`src/rtl/ram_bist_pkg.sv`:
```
// Shared types and helpers for the RAM march BIST: FSM state encoding, march element
// and address direction codes, and the RAM depth derivation.
package ram_bist_pkg;

   typedef enum logic [2:0] {
      StIdle = 3'd0,
      StM0W  = 3'd1,
      StM1R  = 3'd2,
      StM1W  = 3'd3,
      StM2R  = 3'd4,
      StM2W  = 3'd5,
      StM3R  = 3'd6,
      StDone = 3'd7
   } state_t;

   typedef enum logic [1:0] {
      ElemM0 = 2'd0,
      ElemM1 = 2'd1,
      ElemM2 = 2'd2,
      ElemM3 = 2'd3
   } elem_t;

   typedef enum logic {
      DirUp   = 1'b0,
      DirDown = 1'b1
   } dir_t;

   function automatic int unsigned depth_of(input int unsigned aw);
      return 32'd1 << aw;
   endfunction

   // IDLE/DONE map to M0 purely so the address generator sees a defined direction.
   function automatic elem_t elem_of(input state_t s);
      case (s)
         StM1R, StM1W: return ElemM1;
         StM2R, StM2W: return ElemM2;
         StM3R:        return ElemM3;
         default:      return ElemM0;
      endcase
   endfunction

   function automatic dir_t dir_of(input elem_t e);
      return (e == ElemM2 || e == ElemM3) ? DirDown : DirUp;
   endfunction

   function automatic logic is_read(input state_t s);
      return (s == StM1R) || (s == StM2R) || (s == StM3R);
   endfunction

endpackage

```
`src/rtl/ram_bist_addr_gen.sv`:
```
// Loadable up/down address counter for the march BIST with a terminal-count flag that
// marks the last address of the current sweep direction.
module ram_bist_addr_gen
   import ram_bist_pkg::*;
#(
   parameter int unsigned ADDR_W = 4
) (
   input  logic              i_clk,
   input  logic              i_rst_n,
   input  logic              i_load,
   input  logic              i_load_top,
   input  logic              i_step,
   input  dir_t              i_dir,
   output logic [ADDR_W-1:0] o_addr,
   output logic              o_term
);

   localparam logic [ADDR_W-1:0] TopAddr = ADDR_W'(depth_of(ADDR_W) - 1);

   logic [ADDR_W-1:0] r_addr;

   always_ff @(posedge i_clk) begin
      if (!i_rst_n) begin
         r_addr <= '0;
      end else if (i_load) begin
         r_addr <= i_load_top ? TopAddr : '0;
      end else if (i_step) begin
         r_addr <= (i_dir == DirDown) ? r_addr - ADDR_W'(1) : r_addr + ADDR_W'(1);
      end
   end

   assign o_addr = r_addr;
   assign o_term = (i_dir == DirDown) ? (r_addr == '0) : (r_addr == TopAddr);

endmodule

```
`src/rtl/ram_march_bist.sv`:
```
// March BIST initiator for a single-port async-read RAM: runs a 4-element march with a
// latched background pattern and reports pass plus the first failing address and data.
module ram_march_bist
   import ram_bist_pkg::*;
#(
   parameter int unsigned ADDR_W       = 4,
   parameter int unsigned DATA_W       = 8,
   parameter int unsigned STOP_ON_FAIL = 1
) (
   input  logic              i_clk,
   input  logic              i_rst_n,
   input  logic              i_start,
   input  logic [DATA_W-1:0] i_pattern,
   output logic              o_busy,
   output logic              o_done,
   output logic              o_pass,
   output logic [ADDR_W-1:0] o_fail_addr,
   output logic [DATA_W-1:0] o_fail_data,
   output logic              o_ram_we,
   output logic [ADDR_W-1:0] o_ram_addr,
   output logic [DATA_W-1:0] o_ram_wdata,
   input  logic [DATA_W-1:0] i_ram_rdata
);

   state_t            r_state;
   logic [DATA_W-1:0] r_pattern;
   logic              r_busy;
   logic              r_done;
   logic              r_pass;
   logic              r_mis;
   logic [ADDR_W-1:0] r_fail_addr;
   logic [DATA_W-1:0] r_fail_data;
   logic              r_we;
   logic [DATA_W-1:0] r_wdata;

   elem_t             w_elem;
   dir_t              w_dir;
   logic [ADDR_W-1:0] w_addr;
   logic              w_term;
   logic              w_load;
   logic              w_load_top;
   logic              w_step;
   logic [DATA_W-1:0] w_expect;
   logic              w_mismatch;

   assign w_elem     = elem_of(r_state);
   assign w_dir      = dir_of(w_elem);
   assign w_expect   = (w_elem == ElemM2) ? ~r_pattern : r_pattern;
   assign w_mismatch = is_read(r_state) && (i_ram_rdata != w_expect);

   // Address moves after each write (or after the read in M3); terminal loads the next start.
   always_comb begin
      w_load     = 1'b0;
      w_load_top = 1'b0;
      w_step     = 1'b0;
      case (r_state)
         StIdle: w_load = i_start;
         StM0W: begin
            w_load = w_term;
            w_step = !w_term;
         end
         StM1W, StM2W: begin
            w_load     = w_term;
            w_load_top = w_term;
            w_step     = !w_term;
         end
         StM3R:   w_step = !w_term;
         default: ;
      endcase
   end

   ram_bist_addr_gen #(
      .ADDR_W(ADDR_W)
   ) u_addr_gen (
      .i_clk     (i_clk),
      .i_rst_n   (i_rst_n),
      .i_load    (w_load),
      .i_load_top(w_load_top),
      .i_step    (w_step),
      .i_dir     (w_dir),
      .o_addr    (w_addr),
      .o_term    (w_term)
   );

   always_ff @(posedge i_clk) begin
      if (!i_rst_n) begin
         r_state     <= StIdle;
         r_pattern   <= '0;
         r_busy      <= 1'b0;
         r_done      <= 1'b0;
         r_pass      <= 1'b0;
         r_mis       <= 1'b0;
         r_fail_addr <= '0;
         r_fail_data <= '0;
         r_we        <= 1'b0;
         r_wdata     <= '0;
      end else begin
         r_done <= 1'b0;
         case (r_state)
            StIdle: begin
               if (i_start) begin
                  r_state     <= StM0W;
                  r_pattern   <= i_pattern;
                  r_busy      <= 1'b1;
                  r_we        <= 1'b1;
                  r_wdata     <= i_pattern;
                  r_pass      <= 1'b0;
                  r_mis       <= 1'b0;
                  r_fail_addr <= '0;
                  r_fail_data <= '0;
               end
            end
            StM0W: begin
               if (w_term) begin
                  r_state <= StM1R;
                  r_we    <= 1'b0;
               end
            end
            StM1R: begin
               r_state <= StM1W;
               r_we    <= 1'b1;
               r_wdata <= ~r_pattern;
            end
            StM1W: begin
               r_state <= w_term ? StM2R : StM1R;
               r_we    <= 1'b0;
            end
            StM2R: begin
               r_state <= StM2W;
               r_we    <= 1'b1;
               r_wdata <= r_pattern;
            end
            StM2W: begin
               r_state <= w_term ? StM3R : StM2R;
               r_we    <= 1'b0;
            end
            StM3R: begin
               if (w_term) begin
                  r_state <= StDone;
                  r_busy  <= 1'b0;
                  r_done  <= 1'b1;
                  r_pass  <= !(r_mis || w_mismatch);
               end
            end
            StDone:  r_state <= StIdle;
            default: r_state <= StIdle;
         endcase

         // Only the first mismatch of a run is captured; later ones just keep r_mis set.
         if (w_mismatch) begin
            r_mis <= 1'b1;
            if (!r_mis) begin
               r_fail_addr <= w_addr;
               r_fail_data <= i_ram_rdata;
            end
            if (STOP_ON_FAIL != 0) begin
               r_state <= StDone;
               r_busy  <= 1'b0;
               r_done  <= 1'b1;
               r_pass  <= 1'b0;
               r_we    <= 1'b0;
            end
         end
      end
   end

   assign o_busy      = r_busy;
   assign o_done      = r_done;
   assign o_pass      = r_pass;
   assign o_fail_addr = r_fail_addr;
   assign o_fail_data = r_fail_data;
   assign o_ram_we    = r_we;
   assign o_ram_addr  = w_addr;
   assign o_ram_wdata = r_wdata;

endmodule
```
`config.mk`:
```
export PLATFORM = sky130hd
export DESIGN_NAME = ram_march_bist
export DESIGN_NICKNAME = d
export VERILOG_FILES = /design/src/rtl/ram_bist_pkg.sv /design/src/rtl/ram_bist_addr_gen.sv /design/src/rtl/ram_march_bist.sv
export SDC_FILE = /design/constraint.sdc
export NUM_CORES = 1
export LEC_CHECK = 0
export ABC_AREA = 1
export ABC_CLOCK_PERIOD_IN_PS = 2100
export CAP_MARGIN = 40
export CORE_ASPECT_RATIO = 1.1
export CORE_MARGIN = 8
export CORE_UTILIZATION = 50
export CTS_CLUSTER_DIAMETER = 80
export DETAILED_ROUTE_END_ITERATION = 8
export DONT_BUFFER_PORTS = 1
export GPL_ROUTABILITY_DRIVEN = 0
export PLACE_DENSITY = 0.65
export RECOVER_POWER = 100
export SYNTH_ARGS = -nofsm -noshare
export SYNTH_HDL_FRONTEND = slang
export SYNTH_SLANG_ARGS = --single-unit
```
`constraint.sdc`:
```
create_clock -name i_clk -period 2.1 [get_ports i_clk]
set_clock_uncertainty 0.1 [all_clocks]
set_input_delay 0.21 -clock i_clk [delete_from_list [all_inputs] [get_ports i_clk]]
set_output_delay 0.21 -clock i_clk [all_outputs]
set_load 0.01 [all_outputs]
```
After elaboration in Yosys (flattened, before gate mapping)
Index checks and enable logic that the tools add are counted.
{ "totals": {"n_memories": 0, "latch_bits": 0, "mem_bits_ro": 0, "word_cells": 100, "register_bits": 40, "output_inout_bits": 28, "inputBits": 19, "ram_bits": 0} }
{ "classes": {"n_eq_ne": 17, "add_sub_neg": 2, "magnitude_cmp": 0, "n_shift": 0, "mul": 0, "div": 0, "n_bitwise": 2, "n_reduce_logical": 28, "muxes": 40} }
{ "ops": {"columns": ["op", "count"], "rows": [
  ["two-way mux 8 bit", 6],
  ["two-way mux 4 bit", 8],
  ["one-hot mux 3 bit (8 select lines)", 1],
  ["one-hot mux 8 bit (3 select lines)", 1],
  ["two-way mux 3 bit", 5],
  ["two-way mux 1 bit", 13],
  ["equality test 3 bit (second input constant)", 4],
  ["OR reduction 2 bit", 5],
  ["inequality test 3 bit (second input constant)", 3],
  ["AND reduction 3 bit", 3],
  ["inequality test 8 bit", 1],
  ["inverter 8 bit", 1],
  ["nonzero test 2 bit", 4],
  ["equality test 3 x 2 -> 1 bit (second input constant)", 2],
  ["inequality test 2 bit (second input constant)", 3],
  ["one-hot mux 1 bit (2 select lines)", 3],
  ["one-hot mux 2 bit (3 select lines)", 1],
  ["AND reduction 2 bit", 3],
  ["adder 4 x 1 -> 4 bit (second input constant)", 1],
  ["equality test 2 bit (second input constant)", 2],
  ["equality test 4 bit (second input constant)", 1],
  ["zero test 4 bit", 1],
  ["logical OR 1 bit", 4],
  ["one-hot mux 1 bit (4 select lines)", 1],
  ["11 further kinds", 12]
]} }

Longest topological paths before layout
{ "depth": {"word_depth": 11, "ltp_mapped": 13, "mapped_depth_nobuf": 12} }

By module
Synthesis repeated with hierarchy kept, for this count alone.
{ "hier_totals": {"cells_unflattened": 399, "hier_area_um2": 2661.3} }
{ "modules_own_cells": {"columns": ["module", "n_inst", "area_each_um2", "seq_area_each_um2", "cells_each"], "rows": [
  ["ram_march_bist", 1, 2343.5, 720.7, 350],
  ["ram_bist_addr_gen", 1, 317.8, 80.1, 49]
]} }

Worst setup path before layout
No wires, ideal clock.
{ "synth_path": {"path_type": "register to register", "startpoint": "register r_state[1]", "endpoint": "register u_addr_gen.r_addr[3], in the netlist u_addr_gen.o_addr[3]", "path_stages_with_launch": 12, "setup_time_ps": 110, "period_less_slack_ps": 1796, "path_buffers": 0, "slack_ps": 304, "t_arrival_ps": 1586, "required_time_ps": 1890, "cell_sequence": "dfxtp_1 -> nand2_1 -> nand2_2 -> inv_1 -> ha_1 -> a21oi_1 -> nand2_1 -> xor2_1 -> nand2_1 -> nand3_1 -> nand3_1 -> inv_1"} }
{ "synth_between": {"elab_chain_len": 10, "word_cells_on_any_way": 27, "cone_classes": "eq/ne (8); mux (10); reduce/logical (9)"} }
{ "synth_lines": {"columns": ["element", "line_no", "source"], "rows": [
  ["from (decl)", "ram_march_bist.sv:25", "state_t r_state;"],
  ["from (signal assigned)", "ram_march_bist.sv:87", "r_state <= StIdle;"],
  ["from (signal assigned)", "ram_march_bist.sv:102", "r_state <= StM0W;"],
  ["from (signal assigned)", "ram_march_bist.sv:115", "r_state <= StM1R;"],
  ["equality test 3 bit, or another cell as far along", "ram_bist_pkg.sv:34", "case (s)"],
  ["OR reduction 2 bit", "ram_bist_pkg.sv:34", null],
  ["one-hot mux 2 bit (3 select lines)", "ram_bist_pkg.sv:34", null],
  ["equality test 2 bit", "ram_bist_pkg.sv:43", "return (e == ElemM2 || e == ElemM3) ? DirDown : DirUp;"],
  ["logical OR 1 bit", "ram_bist_pkg.sv:43", null],
  ["two-way mux 1 bit", "ram_bist_pkg.sv:43", null],
  ["two-way mux 1 bit", "ram_bist_addr_gen.sv:33", "assign o_term = (i_dir == DirDown) ? (r_addr == '0) : (r_addr == TopAddr);"],
  ["two-way mux 1 bit or zero test 1 bit (tied branches)", null, null],
  ["two-way mux 4 bit or two-way mux 1 bit (tied branches)", null, null],
  ["two-way mux 4 bit or nonzero test 2 bit (tied branches)", null, null],
  ["to (signal assigned)", "ram_bist_addr_gen.sv:26", "r_addr <= i_load_top ? TopAddr : '0;"],
  ["to (signal assigned)", "ram_bist_addr_gen.sv:28", "r_addr <= (i_dir == DirDown) ? r_addr - ADDR_W'(1) : r_addr + ADDR_W'(1);"],
  ["to (decl)", "ram_bist_addr_gen.sv:20", "logic [ADDR_W-1:0] r_addr;"]
]} }
Several ways; a longest one is shown, not always the timed one. The select of a mux whose other input is x is not followed.
A chain may end at the register's enable or synchronous reset.

Final worst setup path
Ends and elaborated chain as after synthesis.

==> results summary <==
The number of fill cells came out at 425. The average instance in the mapped netlist occupies 6.69 um^2. dfxtp_1 takes more of the synthesized area than any other cell. The run finished with clean final reports. The clock tree from TritonCTS is done.

The area overhead of the layout relative to synthesis came out at 11.1%. After the last flow step, the layout net total stands at 363. The mean routed wirelength per cell is 14.1 um. The share of post-route cells with drive strength above 1 came out at 0.0936. In this run the critical register-to-register path is captured at u_addr_gen.o_addr[3]. The portion of synthesized cell area occupied by the leading cell type is 0.360. Of the synthesized area, sequential elements account for 0.360. The die extent in y is 86.0 um.

The total count of max-transition violations in the final report was 0. The wire length of the first global-routing pass came out at 9.14 mm. After detailed routing, the total wire length is 5.57 mm.

STA classifies the critical path startpoint as a flop. The total design power is 3.84 mW. The post-synthesis net count is 355. Setup repair after global routing left no endpoint under its margin. The initialized floorplan defines 25 standard-cell rows.

The global-route usage over all layers is 0.166. In this run the standard cell core region covers 0.00429 mm^2. For this block, the initial DRC count from the detailed router was 157. The most critical setup path has its endpoint at u_addr_gen.o_addr[3]. The worst setup path is captured at a flop. Yosys attributes the largest share of cell area to dfxtp_1 36%, nand2_1 15%, o21ai_0 7.9%, inv_1 5.9%, nand4_1 4.2%. The number of placed instances, taps included, is 378. The post-detailed-placement half-perimeter wirelength came out at 3.93 mm. The data required time at the worst endpoint is 2.20 ns.

During I/O placement, the number of pins put on the boundary was 47. The pre-CTS setup slack came out at 0.188 ns. The total of warnings raised by yosys is 0. The flip-flop and latch count after synthesis is 40.

The largest fanout on the critical path came out at 6. The number of clock buffers inserted by TritonCTS came out at 5. The leakage dissipation is 1.17 nW. Counting cells, the worst reg-to-reg path comes to 11. Summing over every cut layer, the via total after detailed routing is 2087. The number of buffer cells added on primary ports came out at 0.

The register clock-pin slew on the reported worst setup and hold paths is 0.09 ns. The number of optimization iterations in the first detailed-route pass came out at 4. The kind of critical path is flop to flop. The routed design could run at a clock period as short as 1.88 ns. 0 antenna diodes ended up in the layout. Of the available clock period, the critical path in the final layout requires 0.894. In this run the remaining antenna-violating nets after routing total 0.

For this run, the top clock speed supported by timing is 533 MHz. The horizontal extent of the die came out at 79.6 um. The headroom to the max-slew limit came out at 0.688. The maximum number of pins on one net before global-route repair is 31. The maximum ir drop on the vdd rail came out at 0.000773 V. In this run the worst setup path begins at r_state[1]. The root buffer cell chosen for the clock tree is clkbuf_8.

The endpoint arrival time on the critical path came out at 1.98 ns. The cell area after synthesis is 0.00223 mm^2. The final cell utilization of the core came out at 0.577. The final cell count without fillers is 396. The count of final hold-check violations came out at 0.

The transition time at the pin with the least slew margin is 0.466 ns. Setup violations remaining at the end of the flow were counted as 0. The reg2reg setup slack is 0.22 ns. The via count of the first global-routing pass is 1890.

The number of max-cap violations is 0. The level count of the clock H-tree came out at 2. The top cell types in the final layout, fill and taps aside, are 91 x nand2_1, 40 x dfxtp_1, 39 x o21ai_0.

In the post-route analysis, the smallest setup slack over all paths is 0.223 ns. The residual overflow from global routing came out at 0. The area after detailed placement is 0.00227 mm^2. The die covers 0.00685 mm^2. The later-pin clock latency in the skew report came out at 0.29 ns. The initial core utilization came out at 0.520. The worst register-to-register path begins at r_state[1]. The per-cell via count in the routed design came out at 5.27. Synthesis instantiated 31 different standard cells from the library. The most frequent standard cell in the layout excluding fill and tap cells is nand2_1. The final sum of negative setup slack came out at 0 ns. The total power density per cell area came out at 1550 mW/mm^2. The worst hold slack across all endpoints came out at 0.0220 ns.

The maximum clock insertion buffer count came out at 2. The cell count after synthesis came out at 333. The post-route standard cell area excluding fillers came out at 0.00247 mm^2. The worst hold path belongs to the class input pin to flop. The total number of clock tree sinks is 40. The initial antenna violation count was 0. The remaining routing DRC violations came out at 0.
-- layout make-up --
| class | count | area, um^2 | share of cell area |
|---|---|---|---|
| Multi-Input combinational cell | 236 | 1180 | 0.476 |
| Sequential cell | 40 | 801 | 0.324 |
| Inverter | 42 | 160 | 0.0647 |
| Timing Repair Buffer | 16 | 156 | 0.0632 |
| Clock buffer | 5 | 68.8 | 0.0278 |
| Tap cell | 54 | 67.6 | 0.0273 |
| Clock inverter | 3 | 42.5 | 0.0172 |
-- critical path: stages, from the launching register on --
cell and delay [ns]:
dfxtp_1 0.45, nand2_1 0.12, nand2_2 0.12, inv_1 0.09
ha_1 0.32, a21oi_1 0.14, nand2_1 0.07, xor2_1 0.15
nand2_1 0.07, nand3_1 0.06, nand3_1 0.07, inv_1 0.04
-- what timing repair did --
action,4_1_cts,5_1_grt
resized for setup,0,0
setup buffers,0,0
hold endpoints to repair,30,0
hold buffers,9,0
-- worst min-delay path by stage --
stage	startpoint	end	slack (ns)	cells past startpoint
after CTS	i_rst_n	o_busy	0.008	2
after global placement	i_rst_n	u_addr_gen.o_addr[3]	0.25	2
final	i_rst_n	o_busy	0.02	2
after floorplan	i_rst_n	o_fail_addr[1]	0.26	1
after detailed placement	i_rst_n	u_addr_gen.o_addr[3]	0.25	2
after global routing	i_pattern[3]	r_pattern[3]	0.01	2
-- registers in the layout, indices dropped and copies added (netlist names) --
register	cells
o_busy	1
o_done	1
o_pass	1
o_fail_data	8
r_mis	1
r_pattern	8
o_ram_we	1
u_addr_gen.o_addr	4
o_ram_wdata	8
r_state	3
o_fail_addr	4
-- power by group --
group / switching (mW) / leakage, nW / internal, mW
Sequential: 0.361 / 0.330 / 1.06
Combinational: 1.13 / 0.783 / 0.659
Clock: 0.282 / 0.0541 / 0.352
Total: 1.77 / 1.17 / 2.07
-- cells by family (layout without fill, tap and decap cells) --
family | count (synthesis) | after routing | synth area share
AND/OR/NAND/NOR | 161 | 161 | 0.332
buffers and inverters | 57 | 66 | 0.111
adder cells (fa/ha/maj) | 3 | 3 | 0.0202
XOR/XNOR | 3 | 3 | 0.0118
AO/OA/AOI/OAI | 69 | 69 | 0.166
flip-flops | 40 | 40 | 0.360
-- layer usage --
| metal | wire [um] | share of wire | vias up | global-route usage |
|---|---|---|---|---|
| met3 | 392 | 0.070 | 7 | 0.0523 |
| met2 | 2560 | 0.46 | 47 | 0.266 |
| met4 | 97 | 0.017 | 0 | 0.0523 |
| met1 | 2520 | 0.45 | 918 | 0.204 |
| met5 | 0 | 0 | - | 0 |
| li1 | - | - | 1115 | - |
-- Yosys cell counts --
library cell / number
a21oi_1: 16
a31oi_1: 9
and3_1: 10
buf_1: 1
buf_2: 5
buf_6: 3
clkbuf_1: 5
clkbuf_2: 1
clkinv_1: 1
dfxtp_1: 40
fa_1: 1
ha_1: 2
inv_1: 35
inv_2: 5
inv_4: 1
nand2_1: 90
nand2_2: 8
nand2_4: 1
nand3_1: 16
nand3_2: 2
nand3b_1: 1
nand4_1: 15
nor2_1: 16
nor2_4: 1
nor3_1: 1
o21ai_0: 35
o21ai_1: 5
o21ai_2: 2
o21bai_1: 2
xnor2_1: 1
xor2_1: 2
Power figures use the tool's default switching activity.
==> edit (same settings) <==
Set the parameter `DATA_W` to 10 (it was 8).
--- a/src/rtl/ram_march_bist.sv
+++ b/src/rtl/ram_march_bist.sv
@@ -4,7 +4,7 @@
    import ram_bist_pkg::*;
 #(
    parameter int unsigned ADDR_W       = 4,
-   parameter int unsigned DATA_W       = 8,
+   parameter int unsigned DATA_W       = 10,
    parameter int unsigned STOP_ON_FAIL = 1
 ) (
    input  logic              i_clk,
Interface: changed (resized i_pattern, i_ram_rdata, o_fail_data and o_ram_wdata); port bits go from 47 to 55. The function was not compared with the original's and may differ.
==> edit against the unedited design <==
  * Global-route usage up 0.60 points
  * Via count up 20%
  * Sequential cell count up 6
  * Synthesized cell count up 22%
  * Combinational power up 8%
  * Worst setup slack better by 2.0 ps
  * Wire length up 21%
  * Die area up 15%
  * Total power up 14%
  * Non-clock buffer count down 3
  * Cell area up 14%
  * Synthesized area up 19%
  * Critical endpoint unchanged
  * Largest cell class unchanged
  * Largest power group unchanged
==> edit: results (changes against the unedited design) <==
Status -> complete, no violations (unchanged)
Leakage -> 1.31 nW (was 1.17 nW)
Internal power -> 2.40 mW (was 2.07 mW)
Worst path top cell family by delay -> flip-flops (was simple AND/OR/NAND/NOR gates)
Seq/Total Area, Yosys -> 34.8% (was 36.0%)
Post-place setup slack -> 166 ps (was 188 ps)
Vias in the first global route -> 2322 (was 1890)
Slew margin rel. -> 46.4% (was 68.8%)
Synth warnings -> 0 (unchanged)
Syn Inst Count -> 407 (was 333)
Detailed router's first-iteration violation count -> 161 (was 157)
Routed len/inst -> 14.4 µm (was 14.1 µm)
Number of library cell types mapped by synthesis -> 30 (was 31)
Worst path max stage delay -> 480 ps (was 450 ps)
Total track usage -> 17.2% (was 16.6%)
Crit path max fanout -> 7 (was 6)
Fin cells -> 466 (was 396)
First-pass GRT wire length -> 11.1 mm (was 9.14 mm)
Commonest cells in the synthesized netlist -> nand2_1 (126), dfxtp_1 (46), inv_1 (44), nand3_1 (38), a21oi_1 (35) (was nand2_1 (90), dfxtp_1 (40), inv_1 (35), o21ai_0 (35))
Dpl cells -> 455 (was 378)
VDD IR-drop max -> 0.629 mV (was 0.773 mV)
Dpl hpwl -> 4.88 mm (was 3.93 mm)
Overall via count from detail_route -> 2505 (was 2087)
Pin count of the biggest net entering global routing -> 32 (was 31)
Nets -> 431 (was 363)
Share of cells above drive strength 1 -> 7.39% (was 9.36%)
-- edit: cell types whose count changed after synthesis, sizes merged, moves of 11 or more --
cell | unedited run | this run
nand4 | 15 | 1
nand2 | 99 | 129
o21ai | 42 | 31
a21oi | 16 | 35
nand3 | 18 | 41
-- edit: logic make-up after synthesis --
kind of cell             synth area share [%]
adder cells (fa/ha/maj)                  1.70
XOR/XNOR                                0.993
flip-flops                               34.8
AND/OR/NAND/NOR                          31.1
AO/OA/AOI/OAI                            19.6
buffers and inverters                    11.8
-- edit: worst register-to-register path: cells and delay by family (launching register included) --
family                   cells  cell delay, ps
AND/OR/NAND/NOR              3             300
adder cells (fa/ha/maj)      1             290
XOR/XNOR                     1             160
AO/OA/AOI/OAI                2             300
flip-flops                   1             480
buffers and inverters        1             160
-- edit: path summary, 6_finish.rpt --
| check | slack (ps) | endpoint | startpoint | depth (start not counted) |
|---|---|---|---|---|
| max | 230 | u_addr_gen.o_addr[3]$_SDFFE_PN0P_ | r_state[2]$_SDFFE_PN0P_ | 8 |
| min | 5 | r_pattern[9]$_SDFFE_PN0P_ | i_pattern[9] | 2 |
| max reg2reg | 230 | u_addr_gen.o_addr[3]$_SDFFE_PN0P_ | r_state[2]$_SDFFE_PN0P_ | 8 |
| min reg2reg | 450 | o_pass$_SDFFE_PP0P_ | o_pass$_SDFFE_PP0P_ | 2 |
-- edit: per-stage QoR --
step | area, µm² | util [%] | power (mW) | hold slack [ps]
after floorplan | 2650 | - | 3.21 | 301
after global placement | 2670 | 50.7 | 3.54 | 237
after detailed placement | 2670 | 50.7 | 3.59 | 238
after CTS | 2840 | 54.0 | 4.43 | 1.63
after global routing | 2830 | 53.9 | 4.78 | 15.2
final | 2830 | 53.9 | 4.39 | 4.93
-- edit: what timing repair did --
item / in CTS / in global routing
endpoints found under the hold margin: 25 / 0
hold buffers: 3 / 0
resized for setup: 0 / 1
endpoints found under the setup margin: 0 / 1
-- edit: cell type report --
type | instances | area share (%)
sequential | 46 | 32.6
clock inverter | 2 | 2.12
inverter | 48 | 6.36
multi-input combinational | 291 | 49.8
timing repair buffer | 13 | 3.62
clock buffer | 6 | 2.92
tap | 60 | 2.65
-- edit: routing by layer --
layer,routed length (µm),track usage (%)
met5,0,0
met3,597,6.73
met2,3000,27.4
met4,103,5.99
met1,3010,20.6
-- edit: power by group through the flow --
stage | Combinational (mW) | Sequential [mW] | Clock, mW
after floorplan | 1.67 | 1.53 | 0
after global placement | 1.90 | 1.64 | 0
after detailed placement | 1.94 | 1.65 | 0
after CTS | 1.96 | 1.63 | 0.834
after global routing | 2.22 | 1.69 | 0.870
final | 1.94 | 1.63 | 0.819
